## src/rtl/l2_cache_control_if.sv

```systemverilog
// rtl/l2_cache_control_if.sv - L1/pmem handshake and datapath control bundle for the L2 controller
//
// Purpose: groups every non-clock/reset signal of l2_cache_control.
// Modports:
//   master - controller view: drives handshakes, array write enables, selects and counters
//   slave  - datapath / requester / pmem view: drives requests, pmem_resp and set status
// Signals:
//   mem_read, mem_write, mem_resp        L1 request / completion pulse
//   pmem_read, pmem_write, pmem_resp     line fetch / writeback handshake
//   hit, way_hit, valid_out, dirty_out   status of the currently indexed set
//   plru                                 pseudo-LRU way of the current set
//   way_load, valid_load, valid_in,
//   dirty_load, dirty_in                 per-way tag/valid/dirty write controls
//   lru_load, mru                        PLRU update strobe and value
//   way_sel, pmem_address_sel,
//   way_data_in_sel, way_write_en        datapath muxes and data array write enables
//   hit_count, miss_count                saturating performance counters

interface l2_cache_control_if #(
    parameter int CNT_W = 32
);
    logic             mem_read;
    logic             mem_write;
    logic             mem_resp;
    logic             pmem_read;
    logic             pmem_write;
    logic             pmem_resp;
    logic             hit;
    logic [7:0]       way_hit;
    logic [7:0]       valid_out;
    logic [7:0]       dirty_out;
    logic [2:0]       plru;
    logic [7:0]       way_load;
    logic [7:0]       valid_load;
    logic [7:0]       valid_in;
    logic [7:0]       dirty_load;
    logic [7:0]       dirty_in;
    logic             lru_load;
    logic [2:0]       mru;
    logic [2:0]       way_sel;
    logic [3:0]       pmem_address_sel;
    logic             way_data_in_sel;
    logic [7:0]       way_write_en;
    logic [CNT_W-1:0] hit_count;
    logic [CNT_W-1:0] miss_count;

    modport master (
        input  mem_read, mem_write, pmem_resp, hit, way_hit, valid_out, dirty_out, plru,
        output mem_resp, pmem_read, pmem_write, way_load, valid_load, valid_in,
               dirty_load, dirty_in, lru_load, mru, way_sel, pmem_address_sel,
               way_data_in_sel, way_write_en, hit_count, miss_count
    );

    modport slave (
        output mem_read, mem_write, pmem_resp, hit, way_hit, valid_out, dirty_out, plru,
        input  mem_resp, pmem_read, pmem_write, way_load, valid_load, valid_in,
               dirty_load, dirty_in, lru_load, mru, way_sel, pmem_address_sel,
               way_data_in_sel, way_write_en, hit_count, miss_count
    );
endinterface

```

## src/rtl/l2_cache_control.sv

```systemverilog
// rtl/l2_cache_control.sv - control FSM for the 8-way, 8-set, 256-bit-line L2 cache
//
// Purpose: resolves hits, selects a victim way on a miss, writes back dirty
// victims, fetches missing lines and keeps saturating hit/miss counters.
// Ports:
//   clk_i   clock, all state updates on the rising edge
//   rst_ni  asynchronous active-low reset; every output is 0 while low
//   bus     l2_cache_control_if.master (L1 handshake, pmem handshake,
//           set status in, datapath controls and counters out)

module l2_cache_control #(
    parameter int NUM_WAYS = 8,
    parameter int CNT_W    = 32
) (
    input  logic                  clk_i,
    input  logic                  rst_ni,
    l2_cache_control_if.master    bus
);

    localparam int WAY_W = $clog2(NUM_WAYS);

    typedef enum logic [2:0] {
        S_IDLE      = 3'd0,
        S_CHECK     = 3'd1,
        S_WRITEBACK = 3'd2,
        S_FETCH     = 3'd3,
        S_REFILLED  = 3'd4
    } state_t;

    state_t             state_q, state_d;
    logic [WAY_W-1:0]   victim_q, victim_d;
    // Set while the CHECK that follows a refill is pending, so the
    // completing look-up is not counted a second time.
    logic               recheck_q, recheck_d;
    logic [CNT_W-1:0]   hit_count_q, hit_count_d;
    logic [CNT_W-1:0]   miss_count_q, miss_count_d;

    logic               req;
    logic               is_write;
    logic [WAY_W-1:0]   hit_way;
    logic [WAY_W-1:0]   victim_pick;
    logic [NUM_WAYS-1:0] hit_onehot;
    logic [NUM_WAYS-1:0] victim_onehot;
    logic               count_hit;
    logic               count_miss;

    // A simultaneous read and write is serviced as a write.
    assign req      = bus.mem_read | bus.mem_write;
    assign is_write = bus.mem_write;

    // Index of the hitting way; lowest set bit wins should the tag array
    // ever report more than one.
    always_comb begin
        logic found;
        hit_way = '0;
        found   = 1'b0;
        for (int w = 0; w < NUM_WAYS; w++) begin
            if (!found && bus.way_hit[w]) begin
                hit_way = WAY_W'(w);
                found   = 1'b1;
            end
        end
    end

    // Victim: fill an empty way first (lowest index), otherwise evict the
    // pseudo-LRU way.
    always_comb begin
        logic found;
        victim_pick = bus.plru;
        found       = 1'b0;
        for (int w = 0; w < NUM_WAYS; w++) begin
            if (!found && !bus.valid_out[w]) begin
                victim_pick = WAY_W'(w);
                found       = 1'b1;
            end
        end
    end

    assign hit_onehot    = NUM_WAYS'(1) << hit_way;
    assign victim_onehot = NUM_WAYS'(1) << victim_q;

    // State register
    always_ff @(posedge clk_i or negedge rst_ni) begin
        if (!rst_ni) begin
            state_q   <= S_IDLE;
            victim_q  <= '0;
            recheck_q <= 1'b0;
        end else begin
            state_q   <= state_d;
            victim_q  <= victim_d;
            recheck_q <= recheck_d;
        end
    end

    // Next-state logic
    always_comb begin
        state_d   = state_q;
        victim_d  = victim_q;
        recheck_d = recheck_q;
        case (state_q)
            S_IDLE: begin
                if (req) begin
                    state_d   = S_CHECK;
                    recheck_d = 1'b0;
                end
            end
            S_CHECK: begin
                // A request withdrawn after a refill has nothing left to answer.
                if (!req || bus.hit) begin
                    state_d   = S_IDLE;
                    recheck_d = 1'b0;
                end else begin
                    victim_d = victim_pick;
                    if (bus.valid_out[victim_pick] && bus.dirty_out[victim_pick]) begin
                        state_d = S_WRITEBACK;
                    end else begin
                        state_d = S_FETCH;
                    end
                end
            end
            S_WRITEBACK: begin
                if (bus.pmem_resp) begin
                    state_d = S_FETCH;
                end
            end
            S_FETCH: begin
                if (bus.pmem_resp) begin
                    state_d = S_REFILLED;
                end
            end
            S_REFILLED: begin
                // One cycle for the freshly written tag/valid to be visible
                // before the look-up is repeated.
                state_d   = S_CHECK;
                recheck_d = 1'b1;
            end
            default: begin
                state_d = S_IDLE;
            end
        endcase
    end

    // Output logic
    always_comb begin
        bus.mem_resp         = 1'b0;
        bus.pmem_read        = 1'b0;
        bus.pmem_write       = 1'b0;
        bus.way_load         = '0;
        bus.valid_load       = '0;
        bus.valid_in         = '0;
        bus.dirty_load       = '0;
        bus.dirty_in         = '0;
        bus.lru_load         = 1'b0;
        bus.mru              = '0;
        bus.way_sel          = '0;
        bus.pmem_address_sel = '0;
        bus.way_data_in_sel  = 1'b0;
        bus.way_write_en     = '0;
        count_hit            = 1'b0;
        count_miss           = 1'b0;
        case (state_q)
            S_CHECK: begin
                if (req) begin
                    if (bus.hit) begin
                        bus.way_sel  = hit_way;
                        bus.lru_load = 1'b1;
                        bus.mru      = hit_way;
                        bus.mem_resp = 1'b1;
                        if (is_write) begin
                            bus.way_write_en    = hit_onehot;
                            bus.way_data_in_sel = 1'b1;
                            bus.dirty_load      = hit_onehot;
                            bus.dirty_in        = hit_onehot;
                        end
                        count_hit = !recheck_q;
                    end else begin
                        count_miss = !recheck_q;
                    end
                end
            end
            S_WRITEBACK: begin
                bus.pmem_write       = 1'b1;
                // Select 0 is the CPU address; writeback addresses start at 1.
                bus.pmem_address_sel = 4'({1'b0, victim_q}) + 4'd1;
                bus.way_sel          = victim_q;
            end
            S_FETCH: begin
                bus.pmem_read = 1'b1;
                if (bus.pmem_resp) begin
                    bus.way_write_en = victim_onehot;
                    bus.way_load     = victim_onehot;
                    bus.valid_load   = victim_onehot;
                    bus.valid_in     = victim_onehot;
                    bus.dirty_load   = victim_onehot;
                end
            end
            default: begin
            end
        endcase
    end

    // Saturating performance counters
    always_comb begin
        hit_count_d  = hit_count_q;
        miss_count_d = miss_count_q;
        if (count_hit && (hit_count_q != '1)) begin
            hit_count_d = hit_count_q + CNT_W'(1);
        end
        if (count_miss && (miss_count_q != '1)) begin
            miss_count_d = miss_count_q + CNT_W'(1);
        end
    end

    always_ff @(posedge clk_i or negedge rst_ni) begin
        if (!rst_ni) begin
            hit_count_q  <= '0;
            miss_count_q <= '0;
        end else begin
            hit_count_q  <= hit_count_d;
            miss_count_q <= miss_count_d;
        end
    end

    assign bus.hit_count  = hit_count_q;
    assign bus.miss_count = miss_count_q;

endmodule
```

## src/flat_wrapper.sv

```systemverilog
// flat-port wrapper written by rule: the top's interface ports become plain ports
module l2_cache_control_flat 
#(
    parameter int NUM_WAYS = 8,
    parameter int CNT_W    = 32
)
  (clk_i, rst_ni, bus_mem_read, bus_mem_write, bus_pmem_resp, bus_hit, bus_way_hit, bus_valid_out, bus_dirty_out, bus_plru, bus_mem_resp, bus_pmem_read, bus_pmem_write, bus_way_load, bus_valid_load, bus_valid_in, bus_dirty_load, bus_dirty_in, bus_lru_load, bus_mru, bus_way_sel, bus_pmem_address_sel, bus_way_data_in_sel, bus_way_write_en, bus_hit_count, bus_miss_count);
  l2_cache_control_if #(.CNT_W(CNT_W)) bus_i ();
  input  logic clk_i;
  input  logic rst_ni;
  input wire logic [$bits(bus_i.mem_read)-1:0] bus_mem_read;
  input wire logic [$bits(bus_i.mem_write)-1:0] bus_mem_write;
  input wire logic [$bits(bus_i.pmem_resp)-1:0] bus_pmem_resp;
  input wire logic [$bits(bus_i.hit)-1:0] bus_hit;
  input wire logic [$bits(bus_i.way_hit)-1:0] bus_way_hit;
  input wire logic [$bits(bus_i.valid_out)-1:0] bus_valid_out;
  input wire logic [$bits(bus_i.dirty_out)-1:0] bus_dirty_out;
  input wire logic [$bits(bus_i.plru)-1:0] bus_plru;
  output wire logic [$bits(bus_i.mem_resp)-1:0] bus_mem_resp;
  output wire logic [$bits(bus_i.pmem_read)-1:0] bus_pmem_read;
  output wire logic [$bits(bus_i.pmem_write)-1:0] bus_pmem_write;
  output wire logic [$bits(bus_i.way_load)-1:0] bus_way_load;
  output wire logic [$bits(bus_i.valid_load)-1:0] bus_valid_load;
  output wire logic [$bits(bus_i.valid_in)-1:0] bus_valid_in;
  output wire logic [$bits(bus_i.dirty_load)-1:0] bus_dirty_load;
  output wire logic [$bits(bus_i.dirty_in)-1:0] bus_dirty_in;
  output wire logic [$bits(bus_i.lru_load)-1:0] bus_lru_load;
  output wire logic [$bits(bus_i.mru)-1:0] bus_mru;
  output wire logic [$bits(bus_i.way_sel)-1:0] bus_way_sel;
  output wire logic [$bits(bus_i.pmem_address_sel)-1:0] bus_pmem_address_sel;
  output wire logic [$bits(bus_i.way_data_in_sel)-1:0] bus_way_data_in_sel;
  output wire logic [$bits(bus_i.way_write_en)-1:0] bus_way_write_en;
  output wire logic [$bits(bus_i.hit_count)-1:0] bus_hit_count;
  output wire logic [$bits(bus_i.miss_count)-1:0] bus_miss_count;
  assign bus_i.mem_read = bus_mem_read;
  assign bus_i.mem_write = bus_mem_write;
  assign bus_i.pmem_resp = bus_pmem_resp;
  assign bus_i.hit = bus_hit;
  assign bus_i.way_hit = bus_way_hit;
  assign bus_i.valid_out = bus_valid_out;
  assign bus_i.dirty_out = bus_dirty_out;
  assign bus_i.plru = bus_plru;
  assign bus_mem_resp = bus_i.mem_resp;
  assign bus_pmem_read = bus_i.pmem_read;
  assign bus_pmem_write = bus_i.pmem_write;
  assign bus_way_load = bus_i.way_load;
  assign bus_valid_load = bus_i.valid_load;
  assign bus_valid_in = bus_i.valid_in;
  assign bus_dirty_load = bus_i.dirty_load;
  assign bus_dirty_in = bus_i.dirty_in;
  assign bus_lru_load = bus_i.lru_load;
  assign bus_mru = bus_i.mru;
  assign bus_way_sel = bus_i.way_sel;
  assign bus_pmem_address_sel = bus_i.pmem_address_sel;
  assign bus_way_data_in_sel = bus_i.way_data_in_sel;
  assign bus_way_write_en = bus_i.way_write_en;
  assign bus_hit_count = bus_i.hit_count;
  assign bus_miss_count = bus_i.miss_count;
  l2_cache_control #(.NUM_WAYS(NUM_WAYS), .CNT_W(CNT_W)) u_core (.clk_i(clk_i), .rst_ni(rst_ni), .bus(bus_i));
endmodule
```

## config.mk

```make
export PLATFORM = sky130hd
export DESIGN_NAME = l2_cache_control_flat
export DESIGN_NICKNAME = d
export VERILOG_FILES = /design/src/rtl/l2_cache_control_if.sv /design/src/rtl/l2_cache_control.sv /design/src/flat_wrapper.sv
export SDC_FILE = /design/constraint.sdc
export NUM_CORES = 1
export LEC_CHECK = 0
export CAP_MARGIN = 0
export CELL_PAD_IN_SITES_DETAIL_PLACEMENT = 0
export CELL_PAD_IN_SITES_GLOBAL_PLACEMENT = 1
export CORE_MARGIN = 2
export CORE_UTILIZATION = 35
export CTS_CLUSTER_DIAMETER = 150
export CTS_CLUSTER_SIZE = 14
export DETAILED_ROUTE_END_ITERATION = 10
export PLACE_DENSITY = 0.85
export SETUP_SLACK_MARGIN = 0.02
export SLEW_MARGIN = 20
export SYNTH_ARGS = -nofsm -noshare
export SYNTH_HDL_FRONTEND = slang
export SYNTH_SLANG_ARGS = --single-unit
```

## constraint.sdc

```tcl
create_clock -name clk_i -period 4.2 [get_ports clk_i]
set_input_delay 0.84 -clock clk_i [delete_from_list [all_inputs] [get_ports clk_i]]
set_output_delay 0.84 -clock clk_i [all_outputs]
set_load 0.05 [all_outputs]
```

## After elaboration in Yosys (flattened, before gate mapping)

Cells that the tools add are included.

| word-level totals | value |
|---|---|
| flip-flop bits (word level) | 71 |
| output and inout bits | 127 |
| logic and storage cells | 137 |

| operators by class | value |
|---|---|
| add/sub/neg operators | 3 |
| magnitude comparators | 1 |
| equality and inequality tests | 10 |
| shift-type cells | 2 |
| mux-type cells | 69 |
| bitwise logic cells | 2 |
| reductions and logical operators | 45 |

Operator list:

| operator | number |
|---|---|
| $add A32 B1 Y32 const B | 2 |
| $ne A32 B32 Y1 const B | 2 |
| $mux W3 | 21 |
| $mux W8 | 6 |
| $mux W1 | 35 |
| $logic_not A1 Y1 | 22 |
| $logic_and A1 B1 Y1 | 17 |
| $pmux W8 S2 | 1 |
| $shl A1 B3 Y8 const A | 2 |
| $pmux W3 S5 | 1 |
| $bmux W1 S3 | 2 |
| $eq A3 B2 Y1 const B | 2 |
| $pmux W3 S2 | 1 |
| $reduce_and A3 Y1 | 2 |
| $add A3 B1 Y4 const B | 1 |
| $lt A3 B4 Y1 const B | 1 |
| $mux W4 | 1 |
| $ne A2 B1 Y1 const B | 2 |
| $ne A2 B2 Y1 const B | 2 |
| $eq A3 B1 Y1 const B | 1 |
| $eq A3 B3 Y1 const B | 1 |
| $logic_not A3 Y1 | 1 |
| $pmux W1 S3 | 1 |
| $reduce_bool A3 Y1 | 1 |
| other kinds (4) | 4 |

## Logic depth before layout (Yosys ltp)

| depth | value |
|---|---|
| depth in word-level cells | 27 |
| mapped depth | 8 |

## Worst setup path before layout

No wires, ideal clock.

| timing path | value |
|---|---|
| path type | input port to output port |
| start point | input bus_way_hit[1] |
| end point | output bus_way_write_en[1] |
| arrival time | 3731 ps |
| required time | 3360 ps |
| setup slack | -371 ps |
| cell stages on the path | 7 |
| buffers on the path | 1 |
| path through | or4_1 -> nor3_1 -> nand2_1 -> a22o_1 -> nor3_1 -> or2_2 -> buf_4 |

| between the ends | value |
|---|---|
| cells in the longest elaborated chain, start to end | 25 |
| elaborated cells on any way between the ends | 31 |

RTL lines:

| element | RTL line | source |
|---|---|---|
| start: declaration | flat_wrapper.sv:15 | `input wire logic [$bits(bus_i.way_hit)-1:0] bus_way_hit;` |
| $logic_and A1 B1 Y1 * | l2_cache_control.sv:58 | `if (!found && bus.way_hit[w]) begin` |
| $mux W1 | l2_cache_control.sv:58 |  |
| $logic_not A1 Y1 | l2_cache_control.sv:58 |  |
| $logic_and A1 B1 Y1 | l2_cache_control.sv:58 |  |
| $mux W1 | l2_cache_control.sv:58 |  |
| $logic_not A1 Y1 | l2_cache_control.sv:58 |  |
| $logic_and A1 B1 Y1 | l2_cache_control.sv:58 |  |
| $mux W1 | l2_cache_control.sv:58 |  |
| [... 7 more ...] | -- |  |
| $logic_and A1 B1 Y1 | l2_cache_control.sv:58 |  |
| $mux W1 | l2_cache_control.sv:58 |  |
| $logic_not A1 Y1 | l2_cache_control.sv:58 |  |
| $logic_and A1 B1 Y1 | l2_cache_control.sv:58 |  |
| $mux W3 * | l2_cache_control.sv:58 |  |
| $shl A1 B3 Y8 * | l2_cache_control.sv:79 | `assign hit_onehot = NUM_WAYS'(1) << hit_way;` |
| $mux W8 * (3 in series) | -- |  |
| $pmux W8 S2 * | -- |  |
| end: declaration | flat_wrapper.sv:32 | `output wire logic [$bits(bus_i.way_write_en)-1:0] bus_way_write_en;` |

Every way passes the cells marked *; elsewhere a longest branch is shown, timed or not.

## Worst setup path after layout

| timing path | value |
|---|---|
| start point | input bus_way_hit[1] |
| end point | output bus_dirty_load[5] |

| between the ends | value |
|---|---|
| cells in the longest elaborated chain, start to end | 25 |
| elaborated cells on any way between the ends | 31 |

RTL lines:

| element | RTL line | source |
|---|---|---|
| $logic_and A1 B1 Y1 * | l2_cache_control.sv:58 |  |
| $mux W1 | l2_cache_control.sv:58 |  |
| $logic_not A1 Y1 | l2_cache_control.sv:58 |  |
| $logic_and A1 B1 Y1 | l2_cache_control.sv:58 |  |
| $mux W1 | l2_cache_control.sv:58 |  |
| $logic_not A1 Y1 | l2_cache_control.sv:58 |  |
| $logic_and A1 B1 Y1 | l2_cache_control.sv:58 |  |
| $mux W1 | l2_cache_control.sv:58 |  |
| [... 9 more ...] | -- |  |
| $logic_not A1 Y1 | l2_cache_control.sv:58 |  |
| $logic_and A1 B1 Y1 | l2_cache_control.sv:58 |  |
| $mux W3 * | l2_cache_control.sv:58 |  |
| $shl A1 B3 Y8 * | l2_cache_control.sv:79 |  |
| $mux W8 * | l2_cache_control.sv:169 | `if (is_write) begin` |
| $mux W8 * | l2_cache_control.sv:164 | `if (bus.hit) begin` |
| $mux W8 * | l2_cache_control.sv:163 | `if (req) begin` |
| $pmux W8 S2 * | l2_cache_control.sv:161 | `case (state_q)` |
| end: declaration | flat_wrapper.sv:25 | `output wire logic [$bits(bus_i.dirty_load)-1:0] bus_dirty_load;` |

Marks and branches as above.

==> out/metrics.yaml <==
outcome:
  status: "finished, violations left"
  violations: "design-rule violations"
clocking:
  cts.htree.levels: 3
  hold_buffers: 0
  cts_setup_buffers: 0
  clk_path_buf_depth: 2
  clkLatencyLatePin_ps: 320
  cts_tree: "yes"
  cts_buffers: 9
  cts-resized-gates: 0
  cts.sinks: 71
  clk_pin_slew_ps: 60
  root_buffer: "clkbuf_16"
sta:
  worst_slack_ps: 268
  drv_slew: 0
  tightestPinTransition_ps: 633
  fin_crit_ps: 3930
  hold_violations: 0
  holdWs_ps: 339
  rsz0062_at_grt: "no"
  fin_tns_setup_ps: 0
  fin_skew_ps: 5.61
  setup_viol: 0
  clock.fmax_mhz: 254
  slew_headroom_pct: 57.4
  period_share_pct: 93.6
worst_setup_path:
  cp_num_buf_inv: 2
  critPathLaunchType: "primary input"
  path_common_cell: "nor3_1"
  path_cells: "clkdlybuf4s50_1 -> or4_1 -> nor3_1 -> nand2_1 -> a22o_1 -> nor3_1 -> or2_2 -> buf_12"
  reg2reg_depth: 6
  path_delay_family: "simple AND/OR/NAND/NOR gates"
  r2r_slack_ps: 1850
  critPathMaxStageDelay_ps: 560
  critPathLaunch: "bus_way_hit[1]"
  crit_fanout: 8
  path_class: "primary input to output port"
  crit_required_ps: 3360
  r2r_end: "u_core.bus.miss_count[17]"
  path_depth: 8
  r2r_start: "u_core.state_q[0]"
  cpMaxStageDelayCell: "or4_1"
  critical_path_arrival_ps: 3090
  end_kind: "output port"
  cp-endpoint: "bus_dirty_load[5]"
floorplan:
  fp.coreArea_sq_um: 11500
  initial_utilization_pct: 36.3
  die_w_microns: 113
  placementRows: 39
  pin_count: 160
  dieArea_sq_um: 12800
  die_h_microns: 113
final_layout:
  n_fill_cell: 1039
  layout_commonest_cell: "clkdlybuf4s50_1"
  nets: 634
  fin_cells: 740
  insertedDiodeCount: 0
  syn_to_final_growth_pct: 52.6
  layout_common_cells: "clkdlybuf4s50_1, dfrtp_1, xnor2_1, nand2_1, nor2_1"
  drive_above_1_share_pct: 12.6
route:
  drcViolationCount: 7
  wl_per_cell_microns: 15.5
  totalWireLength_microns: 11500
  postRouteAntennaNets: 0
  drt-initial-drc-count: 203
  vias_per_cell: 5.07
  drt-pass1-iter-count: 10
  num_vias: 3753
logic_synthesis:
  syn_inst: 445
  synth_area_per_cell_sq_um: 9.39
  syn-num-nets: 486
  syn_area_sq_um: 4180
  synthTopCellsByArea: "dfrtp_1, xnor2_1, buf_4"
  yosys_warnings: 0
  yosysUniqueCellTypes: 49
  synth-edff-count: 0
  async_flop_share_pct: 100
  yosysSeqAreaShare_pct: 42.5
  yosys.area.top_type: "dfrtp_1"
  synth_top_area_share_pct: 42.5
  ys.flop_type: "dfrtp_1"
  ys_ff_latch: 71
hold_path:
  holdCritPathClass: "primary input to asynchronous set/reset pin"
place:
  place_inst: 725
  gp_congestion: 0.959
  dp_hpwl_microns: 9070
  io_buffers: 159
  post-place-ws_ps: 179
power:
  irDropWorstVdd_v: 0.000331
  power_density_nw_per_um2: 405
  power.total_uw: 2590
  leakage_uw: 0.00275
grt:
  grt_pass1_wl_microns: 18600
  grt_overflow_total: 0
  first_global_vias: 3660
  antenna_found_initial: 0
  track_usage_pct: 17.7
  grt_max_degree: 34
run:
  cap_violations: 0
==> logic make-up (layout without fill, tap and decap cells) <==
kind of cell | after synthesis | after routing | synth area share (%)
simple gates | 215 | 215 | 28.2
xor+xnor | 62 | 62 | 13.0
flops | 71 | 71 | 42.5
mux | 4 | 4 | 1.05
fa+ha+maj | 8 | 8 | 2.40
compound gates | 38 | 38 | 6.08
buf+inv | 47 | 199 | 6.80
==> layer usage <==
metal,vias up,share of wire (%),GRT usage [%]
met1,1813,45,24.4
li1,1830,-,-
met5,-,0,0
met2,95,49,28.5
met3,15,4.1,3.59
met4,0,1.6,4.55
==> worst register-to-register path, stage by stage (launching register included) <==
cell,delay [ps]
dfrtp_1,530
nand2b_1,160
or3_1,420
or3_1,400
a31oi_1,410
nand3_1,170
xnor2_1,150
==> registers in the layout (all words and copies together) (netlist names) <==
signal / count
u_core.state_q: 3
u_core.recheck_q: 1
u_core.bus.miss_count: 32
u_core.victim_q: 3
u_core.bus.hit_count: 32
==> metrics by stage <==
step                      area [sq um]  util, %
after detailed placement          6040     52.5
after floorplan                   4180        -
final                             6380     55.4
after global routing              6380     55.4
after CTS                         6360     55.3
after global placement            6040     52.5
==> worst min-delay path by stage <==
stage / end / slack, ps / cells after the start
2_1_floorplan: u_core.state_q[1] / 460 / 1
3_3_place_gp: u_core.bus.hit_count[30] / 470 / 1
3_5_place_dp: u_core.bus.miss_count[23] / 480 / 1
4_1_cts: u_core.bus.hit_count[30] / 330 / 1
5_1_grt: u_core.bus.hit_count[30] / 340 / 1
6_report: u_core.bus.hit_count[30] / 340 / 1
==> where the power goes <==
part           internal [uW]  switching [uW]
Clock                    534             286
Sequential               749             102
Combinational            335             580
Total                   1620             968
==> layout make-up <==
| type | count | area [sq um] | share of cell area [%] |
|---|---|---|---|
| clock inverter | 5 | 81.3 | 1.28 |
| inverter | 15 | 56.3 | 0.883 |
| tap | 143 | 179 | 2.81 |
| clock buffer | 10 | 239 | 3.75 |
| sequential | 71 | 1780 | 27.9 |
| timing repair buffer | 169 | 1910 | 30.0 |
| multi-input combinational | 327 | 2130 | 33.4 |
==> synth_stat cells, types with 2 or more instances <==
cell,count
xor2_1,17
o21ai_0,8
nand4_1,20
a21o_1,4
ha_1,8
o21bai_1,7
buf_4,26
a21oi_1,6
mux2_2,3
nor4_1,2
o211ai_1,4
and2_1,8
dfrtp_1,71
nor3b_1,2
and3_1,21
xnor2_1,45
buf_2,2
and4_1,7
or4_1,3
a311oi_1,2
nor2_1,35
nand2b_1,5
nand2_1,40
inv_1,15
or3_1,4
o31ai_1,4
nand3_1,30
or2_2,4
and3_2,2
clkbuf_1,3
and4_4,2
nor3_1,18
No activity file was read; power rests on OpenSTA's default activity.
